===== config.mk =====
export PLATFORM = sky130hd
export DESIGN_NAME = ifu_fetch_queue
export DESIGN_NICKNAME = d
export VERILOG_FILES = /design/src/rtl/ifu_fetch_queue.sv
export SDC_FILE = /design/constraint.sdc
export NUM_CORES = 1
export LEC_CHECK = 0
export ABC_AREA = 1
export CELL_PAD_IN_SITES_DETAIL_PLACEMENT = 0
export CELL_PAD_IN_SITES_GLOBAL_PLACEMENT = 2
export CORE_UTILIZATION = 30
export DETAILED_ROUTE_END_ITERATION = 10
export PLACE_DENSITY_LB_ADDON = 0.1
export RECOVER_POWER = 25
export SLEW_MARGIN = 20
export SYNTH_ARGS = -nofsm -noshare
export SYNTH_HDL_FRONTEND = slang
export SYNTH_SLANG_ARGS = --single-unit

===== constraint.sdc =====
create_clock -name clk -period 7 [get_ports clk]
set_input_delay 1.4 -clock clk [delete_from_list [all_inputs] [get_ports clk]]
set_output_delay 1.4 -clock clk [all_outputs]
set_load 0.01 [all_outputs]

===== src/rtl/ifu_fetch_queue.sv =====
// ---------------------------------------------------------------------------
// ifu_fetch_queue
//
// Instruction fetch unit: generates the PC, issues in-order requests to a
// variable-latency instruction memory, and buffers the returned instructions
// in a FIFO toward decode. A redirect (branch_taken) reloads the PC, flushes
// the queue and arranges for every response still in flight to be discarded.
//
// Ports:
//   clk, rst           - clock, synchronous active-high reset
//   branch_taken       - redirect request, BranchPC is the new fetch target
//   imem_req_*         - request channel (valid/ready, addr = current PC)
//   imem_resp_*        - response channel (in order, no backpressure)
//   out_valid/ready    - queue head handshake toward decode
//   out_pc/instr/pc_4  - head PC, instruction and PC + 4 (all 0 when empty)
//   perf_fetched       - (IFU_FETCH_PERF_EN only) saturating dequeue count
//   perf_dropped       - (IFU_FETCH_PERF_EN only) saturating discard count
//
// Optional feature macro: IFU_FETCH_PERF_EN
// ---------------------------------------------------------------------------
module ifu_fetch_queue #(
    parameter int unsigned         PC_WIDTH        = 32,
    parameter int unsigned         INSTR_WIDTH     = 32,
    parameter logic [PC_WIDTH-1:0] RESET_PC        = PC_WIDTH'(32'h8000_0000),
    parameter int unsigned         FQ_DEPTH        = 4,
    parameter int unsigned         MAX_OUTSTANDING = 2
) (
    input  logic                   clk,
    input  logic                   rst,
    input  logic                   branch_taken,
    input  logic [PC_WIDTH-1:0]    BranchPC,
    output logic                   imem_req_valid,
    input  logic                   imem_req_ready,
    output logic [PC_WIDTH-1:0]    imem_req_addr,
    input  logic                   imem_resp_valid,
    input  logic [INSTR_WIDTH-1:0] imem_resp_data,
`ifdef IFU_FETCH_PERF_EN
    output logic [31:0]            perf_fetched,
    output logic [31:0]            perf_dropped,
`endif
    output logic                   out_valid,
    input  logic                   out_ready,
    output logic [PC_WIDTH-1:0]    out_pc,
    output logic [INSTR_WIDTH-1:0] out_instr,
    output logic [PC_WIDTH-1:0]    out_pc_4
);

    localparam int unsigned AW = (FQ_DEPTH > 1) ? $clog2(FQ_DEPTH) : 1;
    localparam int unsigned CW = $clog2(FQ_DEPTH + 1);
    localparam int unsigned PW = (MAX_OUTSTANDING > 1) ? $clog2(MAX_OUTSTANDING) : 1;
    localparam int unsigned OW = $clog2(MAX_OUTSTANDING + 1);

    logic [PC_WIDTH-1:0] pc_q, pc_d;
    logic [OW-1:0]       outstanding_q, outstanding_d;
    logic [OW-1:0]       drop_q, drop_d;
    logic [CW-1:0]       fq_count_q, fq_count_d;
    logic [AW-1:0]       fq_rd_ptr_q, fq_rd_ptr_d;
    logic [AW-1:0]       fq_wr_ptr_q, fq_wr_ptr_d;
    logic [PW-1:0]       pcf_rd_ptr_q, pcf_rd_ptr_d;
    logic [PW-1:0]       pcf_wr_ptr_q, pcf_wr_ptr_d;

    // Storage: addresses of in-flight requests, and the fetch queue itself.
    logic [PC_WIDTH-1:0]    pcf_q      [MAX_OUTSTANDING];
    logic [PC_WIDTH-1:0]    fq_pc_q    [FQ_DEPTH];
    logic [INSTR_WIDTH-1:0] fq_instr_q [FQ_DEPTH];

    logic req_fire;
    logic resp_fire;
    logic resp_keep;
    logic resp_drop;
    logic deq;

    // Credit counts queued entries plus requests in flight, so every response
    // already has a reserved slot when it arrives.
    assign imem_req_valid = !rst && !branch_taken
                          && (32'(outstanding_q) < MAX_OUTSTANDING)
                          && (32'(fq_count_q) + 32'(outstanding_q) < FQ_DEPTH);
    assign imem_req_addr  = pc_q;

    assign req_fire  = imem_req_valid && imem_req_ready;
    // A response with nothing outstanding is a protocol violation; it is
    // ignored so the counters cannot underflow.
    assign resp_fire = imem_resp_valid && !rst && (outstanding_q != '0);
    assign resp_keep = resp_fire && (drop_q == '0) && !branch_taken;
    assign resp_drop = resp_fire && !resp_keep;

    assign out_valid = !rst && (fq_count_q != '0);
    assign deq       = out_valid && out_ready && !branch_taken;

    assign out_pc    = out_valid ? fq_pc_q[fq_rd_ptr_q] : '0;
    assign out_instr = out_valid ? fq_instr_q[fq_rd_ptr_q] : '0;
    assign out_pc_4  = out_valid ? fq_pc_q[fq_rd_ptr_q] + PC_WIDTH'(4) : '0;

    always_comb begin
        pc_d          = pc_q;
        outstanding_d = outstanding_q;
        drop_d        = drop_q;
        fq_count_d    = fq_count_q;
        fq_rd_ptr_d   = fq_rd_ptr_q;
        fq_wr_ptr_d   = fq_wr_ptr_q;
        pcf_rd_ptr_d  = pcf_rd_ptr_q;
        pcf_wr_ptr_d  = pcf_wr_ptr_q;

        if (req_fire) begin
            pc_d         = pc_q + PC_WIDTH'(4);
            pcf_wr_ptr_d = (pcf_wr_ptr_q == PW'(MAX_OUTSTANDING - 1)) ? '0
                                                                       : pcf_wr_ptr_q + PW'(1);
        end
        if (resp_fire) begin
            pcf_rd_ptr_d = (pcf_rd_ptr_q == PW'(MAX_OUTSTANDING - 1)) ? '0
                                                                       : pcf_rd_ptr_q + PW'(1);
        end
        outstanding_d = outstanding_q + OW'(req_fire) - OW'(resp_fire);

        if (branch_taken) begin
            // Everything still in flight after this cycle belongs to the
            // wrong path; req_fire is 0 here, so that is outstanding minus
            // the response (if any) consumed now.
            pc_d        = BranchPC;
            drop_d      = outstanding_q - OW'(resp_fire);
            fq_count_d  = '0;
            fq_rd_ptr_d = '0;
            fq_wr_ptr_d = '0;
        end else begin
            if (resp_drop) begin
                drop_d = drop_q - OW'(1);
            end
            if (resp_keep) begin
                fq_wr_ptr_d = fq_wr_ptr_q + AW'(1);
            end
            if (deq) begin
                fq_rd_ptr_d = fq_rd_ptr_q + AW'(1);
            end
            fq_count_d = fq_count_q + CW'(resp_keep) - CW'(deq);
        end
    end

    always_ff @(posedge clk) begin
        if (rst) begin
            pc_q          <= RESET_PC;
            outstanding_q <= '0;
            drop_q        <= '0;
            fq_count_q    <= '0;
            fq_rd_ptr_q   <= '0;
            fq_wr_ptr_q   <= '0;
            pcf_rd_ptr_q  <= '0;
            pcf_wr_ptr_q  <= '0;
        end else begin
            pc_q          <= pc_d;
            outstanding_q <= outstanding_d;
            drop_q        <= drop_d;
            fq_count_q    <= fq_count_d;
            fq_rd_ptr_q   <= fq_rd_ptr_d;
            fq_wr_ptr_q   <= fq_wr_ptr_d;
            pcf_rd_ptr_q  <= pcf_rd_ptr_d;
            pcf_wr_ptr_q  <= pcf_wr_ptr_d;
        end
    end

    // Storage needs no reset: contents are only observed behind the counters.
    always_ff @(posedge clk) begin
        if (req_fire) begin
            pcf_q[pcf_wr_ptr_q] <= pc_q;
        end
        if (resp_keep) begin
            fq_pc_q[fq_wr_ptr_q]    <= pcf_q[pcf_rd_ptr_q];
            fq_instr_q[fq_wr_ptr_q] <= imem_resp_data;
        end
    end

`ifdef IFU_FETCH_PERF_EN
    logic [31:0] perf_fetched_q, perf_fetched_d;
    logic [31:0] perf_dropped_q, perf_dropped_d;

    always_comb begin
        perf_fetched_d = perf_fetched_q;
        perf_dropped_d = perf_dropped_q;
        if (deq && (perf_fetched_q != '1)) begin
            perf_fetched_d = perf_fetched_q + 32'd1;
        end
        if (resp_drop && (perf_dropped_q != '1)) begin
            perf_dropped_d = perf_dropped_q + 32'd1;
        end
    end

    always_ff @(posedge clk) begin
        if (rst) begin
            perf_fetched_q <= '0;
            perf_dropped_q <= '0;
        end else begin
            perf_fetched_q <= perf_fetched_d;
            perf_dropped_q <= perf_dropped_d;
        end
    end

    assign perf_fetched = perf_fetched_q;
    assign perf_dropped = perf_dropped_q;
`endif

endmodule


[Yosys cells after proc, flatten, opt, wreduce, memory -nomap -nowiden]
Memories as Yosys holds them, arrays and structs flattened. A register that Yosys moved wholly into a read port is not among the register bits.
Index checks and enable logic that the tools add are counted.
Word-level totals
  register bits: 45
  bits in writable memories: 320
  bits of input ports: 70
  output and inout bits: 130
  word-level logic and storage cells: 66
  memories: 3
Cells by class
  add/subtract/negate cells: 13
  magnitude comparators: 2
  muxes and demuxes: 19
  reduce and logical (&&, ||, !) cells: 21
Memory list
  fq_instr_q: depth 4, width 32, rd ports 1, clocked after memory_dff 1, wr ports 1, RTL line 65  | logic [INSTR_WIDTH-1:0] fq_instr_q [FQ_DEPTH];
  fq_pc_q: depth 4, width 32, rd ports 1, clocked after memory_dff 1, wr ports 1, RTL line 64  | logic [PC_WIDTH-1:0] fq_pc_q [FQ_DEPTH];
  pcf_q: depth 2, width 32, rd ports 1, clocked after memory_dff 1, wr ports 1, RTL line 63  | logic [PC_WIDTH-1:0] pcf_q [MAX_OUTSTANDING];
Operators with widths (count)
  32-bit 2-to-1 mux: 5
  32-bit by 3-bit adder with 32-bit output (second input constant): 2
  1-bit logical AND: 12
  2-bit 2-to-1 mux: 6
  1-bit 2-to-1 mux: 8
  2-bit nonzero test: 3
  2-bit by 1-bit adder with 2-bit output (second input constant): 2
  3-bit by 2-bit adder with 4-bit output: 1
  4-bit by 3-bit less-than comparator with 1-bit output (second input constant): 1
  2-bit by 1-bit subtractor with 2-bit output: 2
  3-bit by 1-bit adder with 3-bit output: 1
  1-bit logical NOT: 3
  3-bit nonzero test: 1
  3-bit by 1-bit subtractor with 3-bit output: 1
  1-bit adder (second input constant): 2
  2-bit by 1-bit adder with 2-bit output: 1
  2-bit logical NOT: 1
  2-bit less-than comparator (second input constant): 1
  2-bit OR reduction: 1
  2-bit by 1-bit subtractor with 2-bit output (second input constant): 1

[Logic depth before layout (Yosys ltp)]
Gate-level depths: netlist of the first run.
  word-level depth: 9
  depth in mapped cells: 17
  gate-level depth less buffers: 16

[Worst setup path after synthesis of the first run]
No wires, ideal clock.
  path kind: input port to flip-flop
  start: in rst
  end: mem fq_instr_q[0][0], enable pin
  data arrival time: 5.014 ns
  data required time: 6.513 ns
  setup slack: 1.500 ns
  stages: 6
  buffers on the path: 1
  cell sequence: buf_2 > inv_2 > nand2_1 > nor3_1 > clkinv_1 > nor2_1
On the way
  longest elaborated chain between the ends: 7
RTL lines
  start: declaration: RTL line 29  | input logic rst,
  1-bit logical NOT: RTL line 83  | assign resp_fire = imem_resp_valid && !rst && (outstanding_q != '0);
  1-bit logical AND (2 in series): RTL line 83
  1-bit logical AND (2 in series): RTL line 84  | assign resp_keep = resp_fire && (drop_q == '0) && !branch_taken;
  1-bit 2-to-1 mux: RTL line 165  | if (resp_keep) begin
  1-bit 2-to-1 mux (implied by the code): RTL line 167  | fq_instr_q[fq_wr_ptr_q] <= imem_resp_data;
  end: declaration: RTL line 65
No other way between the ends.

==> metrics.md, run 1 <==
| Metric | Value |
|---|---|
| Status | `complete, but fails checks` |
| Failing checks | `max-capacitance violations, max-slew violations` |
| RD Place Congestion | `0.787` |
| Async SR Flop Fraction | `0%` |
| Die Wd | `239 um` |
| H-tree levels | `2` |
| Largest net degree at the start of global routing | `79` |
| Via count | `12300` |
| Gate Count Post-Synth | `1732` |
| Post-CTS sizing | `0` |
| Post-route antenna net violation count | `0` |
| GR Overflow Total | `0` |
| Layout Area Growth over Synthesis | `24.6%` |
| Initial DRC Count | `677` |
| R2r worst-path depth | `10` |
| Type of origin of the critical path | `flip-flop` |
| Largest area contributor in the netlist | `edfxtp_1` |
| Cell mode on critical path | `nand2_1` |
| Placed insts | `2625` |
| Synth Register Bits | `368` |
| Antenna violations before repair | `0` |
| Worst Setup Path Type | `reg -> out` |
| R2r startpoint | `fq_count_q[1]` |
| I/O pin total | `200` |
| Syn Nets | `1816` |
| Global Route met1 Usage | `23.8%` |
| Met3 Use GR | `2.75%` |
| Crit path max fanout | `54` |
| Leakage | `0.00770 uW` |
| Global-route wire length before repair | `73.1 mm` |
| M2 GR Usage | `27.6%` |
| WL/cell | `17.9 um` |
| Share of layout cells above drive strength 1 | `5.89%` |
| Critical Path RT | `5.60 ns` |
| Commonest non-fill, non-tap cells in the layout | `463 x nand2_1, 320 x edfxtp_1, 312 x nor2_1` |
| FMAX | `172 MHz` |
| Tot GR Track Use | `17.0%` |
| Crit-path cells | `buf_4 > buf_4 > nand2_1 > nand2_1 > nand2_1 > nand2_1 > nand2_1 > nor2_1 > nand2_1 > nor2_1 > o21ai_0 > a21oi_1 > clkdlybuf4s50_1` |
| WL final | `48.3 mm` |
| # clock sinks | `368` |
| Row count | `86` |
| Post-Syn Area | `16800 um2` |
| Setup TNS | `0 ns` |
| Post-synth top area share | `57.1%` |
| Drt drc | `0` |
| Root Driver | `clkbuf_16` |
| P per Cell Area | `230 nW/um2` |
| Post-CTS Setup Repair Bufs | `0` |
| Final Hold Viols | `0` |
| FF-to-FF setup slack | `3.73 ns` |
| Max Clock Skew | `0.0182 ns` |
| CTS tree | `built` |
| Die extent in y | `239 um` |
| Most common cell after layout, fill and taps aside | `nand2_1` |
| Data arrival, critical path | `4.43 ns` |
| Worst-margin pin slew | `1.86 ns` |
| Synth cell types | `40` |
| RR Endpoint | `fq_count_q[2]` |
| Pins Over Slew Limit | `33` |
| Iteration count of the initial detailed-routing pass | `7` |
| Longest Clk Path Bufs | `3` |
| Hold_buf cts | `0` |
| Number of vias per cell | `4.54` |
| Vias in the first global route | `12100` |
| Final setup fails | `0` |
| Final worst-path cycle share | `83.3%` |
| GR peak layer | `met2` |
| Post-layout minimum cycle time | `5.83 ns` |
| Num CTS Buffers | `42` |
| Setup crit end | `out_pc_4[11]` |
| Detailed placement HPWL | `32.1 mm` |
| Hold WC Path Type | `reg -> reg` |
| Die area | `57000 um2` |
| Yosys warning total | `0` |
| Max_cap viols | `1` |
| Peak supply drop | `0.000128 V` |
| Clk slew on worst S/H paths | `0.06 ns` |
| Buffers added on ports | `199` |
| Layout Cells excl Fill | `2700` |
| Worst skew pair latency | `0.57 ns` |
| Critical Path End Type | `primary output` |
| Sequential share of the synthesized area | `62.8%` |
| Mean Syn Cell Area | `9.72 um2` |
| Crit path max-delay cell type | `dfxtp_4` |
| Area of the core | `55300 um2` |
| EDFF count, synth | `320` |
| Top_reg_cell synth | `edfxtp_1` |
| Starting density of the core | `30.4%` |
| Rel. slew slack | `-24.1%` |
| Ranking of synthesized cells by area | `edfxtp_1 57%, nand2_1 10%, nor2_1 7.1%, dfxtp_1 5.7%, o21ai_0 2.9%` |
| RSZ-0062 raised after global routing | `false` |
| Slowest stage delay, CP | `0.70 ns` |
| Final #Nets | `2005` |
[cell usage after synthesis, types with 2 or more instances]
library cell	number
nand2_1	463
edfxtp_1	320
nor2_1	318
inv_1	106
o21ai_0	98
nand3_1	82
a21oi_1	63
dfxtp_1	48
mux2_2	32
buf_2	26
xor2_1	22
buf_1	18
clkbuf_1	17
nand4_1	17
ha_1	13
nor3_1	13
o211ai_1	8
a31oi_1	7
buf_4	7
buf_6	7
nor2_2	7
inv_2	5
nand2_2	4
nor3b_1	4
o21ai_1	4
xnor2_1	4
a211oi_1	2
clkinv_1	2
nor2_4	2
o21bai_1	2
or2_2	2
[routing by layer]
layer,part of all wire [%],wire length (um),vias to the layer above
met4,1.2,599,0
met2,47,22500,239
li1,-,-,6168
met1,48,23200,5815
met3,4.2,2030,42
met5,0,0,-
[metrics by stage]
step / power [uW] / util, % / area (um2) / worst slack (ns) / hold slack [ns]
after floorplan: 2610 / - / 16800 / 1.50 / 0.463
after global placement: 2740 / 35.5 / 19600 / 1.44 / 0.479
after detailed placement: 2750 / 35.5 / 19600 / 1.45 / 0.492
after CTS: 4900 / 37.9 / 21000 / 1.03 / 0.508
after global routing: 5000 / 37.9 / 21000 / 0.733 / 0.546
final: 4820 / 37.9 / 21000 / 1.17 / 0.504
[final cells by class]
type	instances	area (um2)
Sequential cell	368	10600
Clock buffer	48	1090
Fill cell	5593	34300
Inverter	113	425
Antenna cell	1	2.50
Tap cell	748	936
Multi-Input combinational cell	1175	5480
Clock inverter	26	244
Timing Repair Buffer	221	2220
[state kept, by name, summed over array words and instances, names as in the netlist, named ones only]
signal / cells
drop_q: 2
fq_count_q: 3
fq_instr_q: 128
fq_pc_q: 128
fq_rd_ptr_q: 2
fq_wr_ptr_q: 2
imem_req_addr: 32
outstanding_q: 2
pcf_q: 64
pcf_rd_ptr_q: 1
pcf_wr_ptr_q: 1
[kinds of logic (layout without fill, tap and decap cells)]
group,count (synthesis),count (layout),synth area share (%)
xor gates and xnor gates,26,26,1.35
AOI/OAI and AO/OA,188,188,5.93
buffers and inverters,189,408,4.89
adders and majority gates,14,14,1.09
DFF,368,368,62.8
muxes,32,32,2.14
and+or+nand+nor,915,915,21.8
other,0,1,0
[critical path: cells and delay by family (launching register included)]
family	cells	cell delay (ns)
and+or+nand+nor	8	1.07
DFF	1	0.70
AOI/OAI and AO/OA	2	0.36
buffers and inverters	3	1.69
[worst min path at each step]
stage / from / end / cells past startpoint
after floorplan: drop_q[0] / drop_q[0] / 2
after global placement: drop_q[0] / drop_q[0] / 2
after detailed placement: drop_q[0] / drop_q[0] / 2
after CTS: drop_q[0] / drop_q[0] / 2
after global routing: fq_wr_ptr_q[0] / fq_wr_ptr_q[0] / 2
final: drop_q[0] / drop_q[0] / 2
[report_power, final]
group	switching [uW]	leakage, uW	internal, uW
clock network	885	0.000647	1240
registers	34.5	0.00329	2420
logic	132	0.00376	102
No activity file was read; power rests on OpenSTA's default activity.
==> inputs of run 2 (changes only) <==
==> constraint.sdc (replaced) <==
create_clock -name clk -period 5.5 [get_ports clk]
set_input_delay 1.1 -clock clk [delete_from_list [all_inputs] [get_ports clk]]
set_output_delay 1.1 -clock clk [all_outputs]
set_load 0.01 [all_outputs]
==> run 2 against run 1 <==
Effect of this change:
- core utilization fell by 0.19 points
- first-iteration DRC count fell by 5.6%
- sequential power rose by 27%
- wire length fell by 0.52%
- register-to-register slack got worse by 1.2 ns
- the flow still finishes with violations (max-capacitance violations, max-slew violations)
- via count fell by 0.46%
- global-route usage fell by 0.19 points
- critical endpoint is now out_pc_4[31]
- combinational power rose by 29%
==> metrics.md, run 2 (synthesized netlist as in run 1, its figures left out) <==
| Metric | Value |
|---|---|
| Status | `complete, but fails checks (unchanged)` |
| Failing checks | `max-capacitance violations, max-slew violations (unchanged)` |
| Cell mode on critical path | `nand2_1 (unchanged)` |
| Drt drc | `0 (unchanged)` |
| Tot Pwr | `5910 uW (was 4820 uW)` |
| Worst-margin pin slew | `1.85 ns (was 1.86 ns)` |
| Final #Nets | `2009 (was 2005)` |
| # clock sinks | `368 (unchanged)` |
| Max Clock Skew | `0.0329 ns (was 0.0182 ns)` |
| Buffers added on ports | `199 (unchanged)` |
| Root Driver | `clkbuf_16 (unchanged)` |
| Switching Share | `21.6% (was 21.8%)` |
| Peak supply drop | `0.000157 V (was 0.000128 V)` |
| Die area | `57000 um2 (unchanged)` |
| Critical Path End Type | `primary output (unchanged)` |
| FF-to-FF setup slack | `2.55 ns (was 3.73 ns)` |
| Final setup fails | `0 (unchanged)` |
| Worst hold endpoint | `drop_q[0] (unchanged)` |
| Starting density of the core | `30.4% (unchanged)` |
| Commonest non-fill, non-tap cells in the layout | `463 x nand2_1, 320 x edfxtp_1, 312 x nor2_1 (unchanged)` |
| FMAX | `197 MHz` |
| Row count | `86 (unchanged)` |
| Layout Area Growth over Synthesis | `24.0% (was 24.6%)` |
| R2r worst-path depth | `10 (unchanged)` |
| HP Start | `drop_q[0] (unchanged)` |
| Antenna violations before repair | `1 (was 0)` |
| Num CTS Buffers | `40 (was 42)` |
| Regs by FF count | `fq_instr_q x128, fq_pc_q x128, pcf_q x64 (unchanged)` |
| Psw | `1280 uW (was 1050 uW)` |
| Setup TNS | `0 ns (unchanged)` |
| RD Place Congestion | `0.762 (was 0.787)` |
| Register area | `10600 um2 (unchanged)` |
| Final worst-path cycle share | `92.4%` |
| Iteration count of the initial detailed-routing pass | `5 (was 7)` |
| Data arrival, critical path | `3.98 ns (was 4.43 ns)` |
| Fillers | `5586 (was 5593)` |
| Max_cap viols | `1 (unchanged)` |
| CP Buf/Inv Count | `4 (was 3)` |
| Clock power share | `42.0% (was 44.1%)` |
| GR Overflow Total | `0 (unchanged)` |
| Number of vias per cell | `4.51 (was 4.54)` |
| Multi-input logic area | `5480 um2 (unchanged)` |
| Post-layout instance area | `20900 um2 (was 21000 um2)` |
| Cell family with most CP delay | `buffers and inverters (unchanged)` |
| Seq pwr share | `52.9% (was 51.0%)` |
| Hold WC Path Type | `reg -> reg (unchanged)` |
| Crit path max fanout | `73 (was 54)` |
| Placed cell areas | `19700 um2 (was 19600 um2)` |
| I/O pin total | `200 (unchanged)` |
| Worst hold stages | `2 (unchanged)` |
| WL/cell | `17.8 um (was 17.9 um)` |
| Via count | `12200 (was 12300)` |
| Post-layout minimum cycle time | `5.08 ns` |
| Final Hold Viols | `0 (unchanged)` |
| Die extent in y | `239 um (unchanged)` |
| R2r startpoint | `fq_count_q[0] (was fq_count_q[1])` |
| Crit path max-delay cell type | `buf_4 (was dfxtp_4)` |
| Worst skew pair latency | `0.56 ns (was 0.57 ns)` |
| Int Power | `4640 uW (was 3760 uW)` |
| WL final | `48.0 mm (was 48.3 mm)` |
| Worst Setup Path Type | `reg -> out (unchanged)` |
| Largest net degree at the start of global routing | `77 (was 79)` |
| Share of layout cells above drive strength 1 | `7.00% (was 5.89%)` |
| Area of the core | `55300 um2 (unchanged)` |
| Vias in the first global route | `11700 (was 12100)` |
| Most common cell after layout, fill and taps aside | `nand2_1 (unchanged)` |
| Slowest stage delay, CP | `0.57 ns (was 0.70 ns)` |
| Post-route antenna net violation count | `0 (unchanged)` |
| Longest Clk Path Bufs | `3 (unchanged)` |
| RSZ-0062 raised after global routing | `false (unchanged)` |
| Tot GR Track Use | `16.8% (was 17.0%)` |
| Die Wd | `239 um (unchanged)` |
| Detailed placement HPWL | `32.0 mm (was 32.1 mm)` |
| Type of origin of the critical path | `flip-flop (unchanged)` |
| Global-route wire length before repair | `71.8 mm (was 73.1 mm)` |
| H-tree levels | `2 (unchanged)` |
| Logic gate share of total power | `5.1% (was 4.9%)` |
| Post-CTS Setup Repair Bufs | `0 (unchanged)` |
| Crit-path cells | `clkinv_2 > buf_12 > buf_4 > nand2_1 > nand2_1 > nand2_1 > nand2_1 > nand2_1 > nor2_1 > nand2_1 > nor2_1 > nand2_1 > nand2_1 > nand2_1 > nor2_1 > clkdlybuf4s50_1 (was buf_4 > buf_4 > nand2_1 > nand2_1 > nand2_1 > nand2_1 > nand2_1 > nor2_1 > nand2_1 > nor2_1 > o21ai_0 > a21oi_1 > clkdlybuf4s50_1)` |
| Rel. slew slack | `-23.4% (was -24.1%)` |
| CTS tree | `built (unchanged)` |
| RR Endpoint | `fq_count_q[2] (unchanged)` |
| Critical Path RT | `4.40 ns (was 5.60 ns)` |
| P per Cell Area | `283 nW/um2 (was 230 nW/um2)` |
| Post-CTS sizing | `0 (unchanged)` |
| Pins Over Slew Limit | `33 (unchanged)` |
| Initial DRC Count | `639 (was 677)` |
| Leakage | `0.00765 uW (was 0.00770 uW)` |
| Hold_buf cts | `0 (unchanged)` |
| Clk slew on worst S/H paths | `0.06 ns (about the same)` |
| Hold slack | `0.509 ns (was 0.504 ns)` |
==> run 2: power by group through the flow <==
stage	logic (uW)	clock network [uW]	registers, uW
2_1_floorplan	144	0	3180
6_report	301	2480	3130
4_1_cts	311	2580	3130
3_3_place_gp	307	0	3190
3_5_place_dp	309	0	3190
5_1_grt	334	2660	3130
==> run 2: layer usage <==
| metal | up-vias | routed length (um) | GRT usage (%) |
|---|---|---|---|
| met5 | - | 0 | 0 |
| met4 | 0 | 695 | 3.75 |
| met3 | 49 | 2240 | 3.00 |
| met2 | 250 | 22200 | 27.2 |
| met1 | 5726 | 22900 | 23.4 |
| li1 | 6183 | - | - |
==> run 2: metrics by stage <==
step | worst slack [ns] | util, % | instances
floorplan | 0.300 | - | 1732
global placement | 0.830 | 35.6 | 2631
finish | 0.416 | 37.7 | 2705
detailed placement | 0.783 | 35.6 | 2631
CTS | 0.358 | 37.7 | 2704
global route | 0.0605 | 37.7 | 2705
==> run 2: worst max path at each step <==
stage	slack, ns	startpoint	to	cells past startpoint
after floorplan	0.30	rst	fq_instr_q[0][0]	6
after global placement	0.83	rst	out_pc_4[30]	9
after detailed placement	0.78	rst	out_pc_4[7]	7
after CTS	0.36	flip-flop	out_pc_4[31]	16
after global routing	0.06	flip-flop	out_pc_4[31]	16
final	0.42	flip-flop	out_pc_4[31]	16
==> run 2: worst min-delay path, stage by stage, from the launching register on <==
cell and delay, ns:
dfxtp_1 0.33, o211ai_1 0.10, inv_1 0.05
==> run 2: cell type report <==
class / count / area share (%)
clock buffer: 59 / 5.19
tap: 748 / 4.49
clock inverter: 14 / 0.564
multi-input combinational: 1175 / 26.3
timing repair buffer: 227 / 10.8
inverter: 113 / 2.04
antenna: 1 / 0.0120
sequential: 368 / 50.7
==> inputs of run 3 (changes only) <==
--- a/config.mk
+++ b/config.mk
@@ -10,6 +10,7 @@
 export CELL_PAD_IN_SITES_GLOBAL_PLACEMENT = 2
 export CORE_UTILIZATION = 30
 export DETAILED_ROUTE_END_ITERATION = 10
+export MAX_ROUTING_LAYER = met4
 export PLACE_DENSITY_LB_ADDON = 0.1
 export RECOVER_POWER = 25
 export SLEW_MARGIN = 20
==> run 3 against run 2 <==
Effect of this change:
- the run still ends with max-capacitance violations, max-slew violations left
- first-iteration DRC count decreased by 2.2%
- core utilization stayed put
- fmax is essentially flat
- critical path type unchanged
- critical endpoint unchanged
==> metrics.md, run 3 (synthesized netlist as in run 1, its figures left out) <==
| Metric | Value |
|---|---|
| Initial DRC Count | `625 (was 639)` |
| Pins Over Slew Limit | `33 (unchanged)` |
| Data arrival, critical path | `3.98 ns (about the same)` |
| Root Driver | `clkbuf_16 (unchanged)` |
| R2r worst-path depth | `10 (unchanged)` |
| Worst setup margin | `0.420 ns (was 0.416 ns)` |
| Worst-margin pin slew | `1.82 ns (was 1.85 ns)` |
| Tot Pwr | `5910 uW (about the same)` |
| Vias in the first global route | `11700 (about the same)` |
| Final worst-path cycle share | `92.4% (about the same)` |
| Longest Clk Path Bufs | `3 (unchanged)` |
| RD Place Congestion | `0.772 (was 0.762)` |
| Most common cell after layout, fill and taps aside | `nand2_1 (unchanged)` |
| Post-CTS sizing | `0 (unchanged)` |
| Leakage | `0.00765 uW (unchanged)` |
| I/O pin total | `200 (unchanged)` |
| Final core utilization | `37.7% (unchanged)` |
| Drt drc | `0 (unchanged)` |
| CP Buf/Inv Count | `4 (unchanged)` |
| Area of the core | `55300 um2 (unchanged)` |
| Failing checks | `max-capacitance violations, max-slew violations (unchanged)` |
| Crit path max-delay cell type | `buf_4 (unchanged)` |
| Die extent in y | `239 um (unchanged)` |
| Cell mode on critical path | `nand2_1 (unchanged)` |
| Hold_buf cts | `0 (unchanged)` |
| Num CTS Buffers | `40 (unchanged)` |
| Iteration count of the initial detailed-routing pass | `5 (unchanged)` |
| Worst Setup Path Type | `reg -> out (unchanged)` |
| Status | `complete, but fails checks (unchanged)` |
| Worst skew pair latency | `0.56 ns (about the same)` |
| Setup TNS | `0 ns (unchanged)` |
| FMAX | `197 MHz (about the same)` |
| Crit path max fanout | `73 (unchanged)` |
| # clock sinks | `368 (unchanged)` |
| WL final | `48.0 mm (about the same)` |
| Clk slew on worst S/H paths | `0.06 ns (about the same)` |
| Critical Path RT | `4.40 ns (about the same)` |
| Commonest non-fill, non-tap cells in the layout | `463 x nand2_1, 320 x edfxtp_1, 312 x nor2_1 (unchanged)` |
| Regs by FF count | `fq_instr_q x128, fq_pc_q x128, pcf_q x64 (unchanged)` |
| Max Clock Skew | `0.0299 ns (was 0.0329 ns)` |
| Rel. slew slack | `-21.5% (was -23.4%)` |
| WL/cell | `17.7 um (was 17.8 um)` |
| Post-CTS Setup Repair Bufs | `0 (unchanged)` |
| Post-layout minimum cycle time | `5.08 ns (about the same)` |
| Type of origin of the critical path | `flip-flop (unchanged)` |
| Peak supply drop | `0.000156 V (was 0.000157 V)` |
| Max_cap viols | `1 (unchanged)` |
| Starting density of the core | `30.4% (unchanged)` |
| Post-route antenna net violation count | `0 (unchanged)` |
| Die Wd | `239 um (unchanged)` |
| Detailed placement HPWL | `32.0 mm (unchanged)` |
| Layout Area Growth over Synthesis | `24.0% (unchanged)` |
| Final setup fails | `0 (unchanged)` |
| Number of vias per cell | `4.51 (about the same)` |
| Crit-path cells | `clkinv_2 > buf_12 > buf_4 > nand2_1 > nand2_1 > nand2_1 > nand2_1 > nand2_1 > nor2_1 > nand2_1 > nor2_1 > nand2_1 > nand2_1 > nand2_1 > nor2_1 > clkdlybuf4s50_1 (unchanged)` |
| Buffers added on ports | `199 (unchanged)` |
| Global-route wire length before repair | `71.7 mm (was 71.8 mm)` |
| Largest net degree at the start of global routing | `77 (unchanged)` |
| RSZ-0062 raised after global routing | `false (unchanged)` |
| Share of layout cells above drive strength 1 | `7.00% (unchanged)` |
| Cell family with most CP delay | `buffers and inverters (unchanged)` |
| Critical Path End Type | `primary output (unchanged)` |
| Antenna violations before repair | `1 (unchanged)` |
| H-tree levels | `2 (unchanged)` |
| Slowest stage delay, CP | `0.57 ns (about the same)` |
| Final #Nets | `2009 (unchanged)` |
| Final Hold Viols | `0 (unchanged)` |
| P per Cell Area | `283 nW/um2 (about the same)` |
| Hold WC Path Type | `reg -> reg (unchanged)` |
| Row count | `86 (unchanged)` |
| GR Overflow Total | `0 (unchanged)` |
| CTS tree | `built (unchanged)` |
| Worst hold stages | `2 (unchanged)` |
| Worst path depth | `16 (unchanged)` |
| Fillers | `5586 (unchanged)` |
| Tot GR Track Use | `17.3% (was 16.8%)` |
| Die area | `57000 um2 (unchanged)` |
| Via count | `12200 (about the same)` |
| Pre-CTS setup slack | `0.783 ns (unchanged)` |
==> run 3: routing by layer <==
metal	up-vias	share of wire (%)	GRT usage, %
met5	-	0	-
li1	6181	-	-
met3	50	4.7	2.91
met1	5709	48	23.4
met4	0	1.4	3.75
met2	272	46	27.2
==> run 3: final timing paths <==
check	start	to	slack, ns
max	flip-flop	out_pc_4[31]	0.42
min	drop_q[0]	drop_q[0]	0.51
min reg2reg	drop_q[0]	drop_q[0]	0.51
max reg2reg	fq_count_q[0]	fq_count_q[2]	2.56
==> run 3: where the power goes <==
group,leakage [uW],switching [uW],internal [uW]
registers,0.00329,44.0,3080
logic,0.00378,168,133
clock network,0.000572,1060,1420
==> run 3: final cells by class <==
type / count / area, um2 / area share (%)
diodes: 1 / 2.50 / 0.0120
clock buffers: 59 / 1080 / 5.19
clock inverters: 14 / 118 / 0.564
inverters: 113 / 425 / 2.04
multi-input cells: 1175 / 5480 / 26.3
flip-flops and latches: 368 / 10600 / 50.7
well taps: 748 / 936 / 4.49
repair buffers: 227 / 2250 / 10.8
==> run 3: through the flow <==
step / hold slack [ns] / cells / cell area, um2
detailed placement: 0.497 / 2631 / 19700
global route: 0.536 / 2705 / 20900
finish: 0.510 / 2705 / 20900
floorplan: 0.463 / 1732 / 16800
global placement: 0.477 / 2631 / 19700
CTS: 0.510 / 2704 / 20900
==> run 3: tightest hold or removal path, delay by kind of cell, from the launching register on <==
kind	cells	cell delay [ns]
AO/OA/AOI/OAI	1	0.10
buffers and inverters	1	0.05
flip-flops	1	0.33
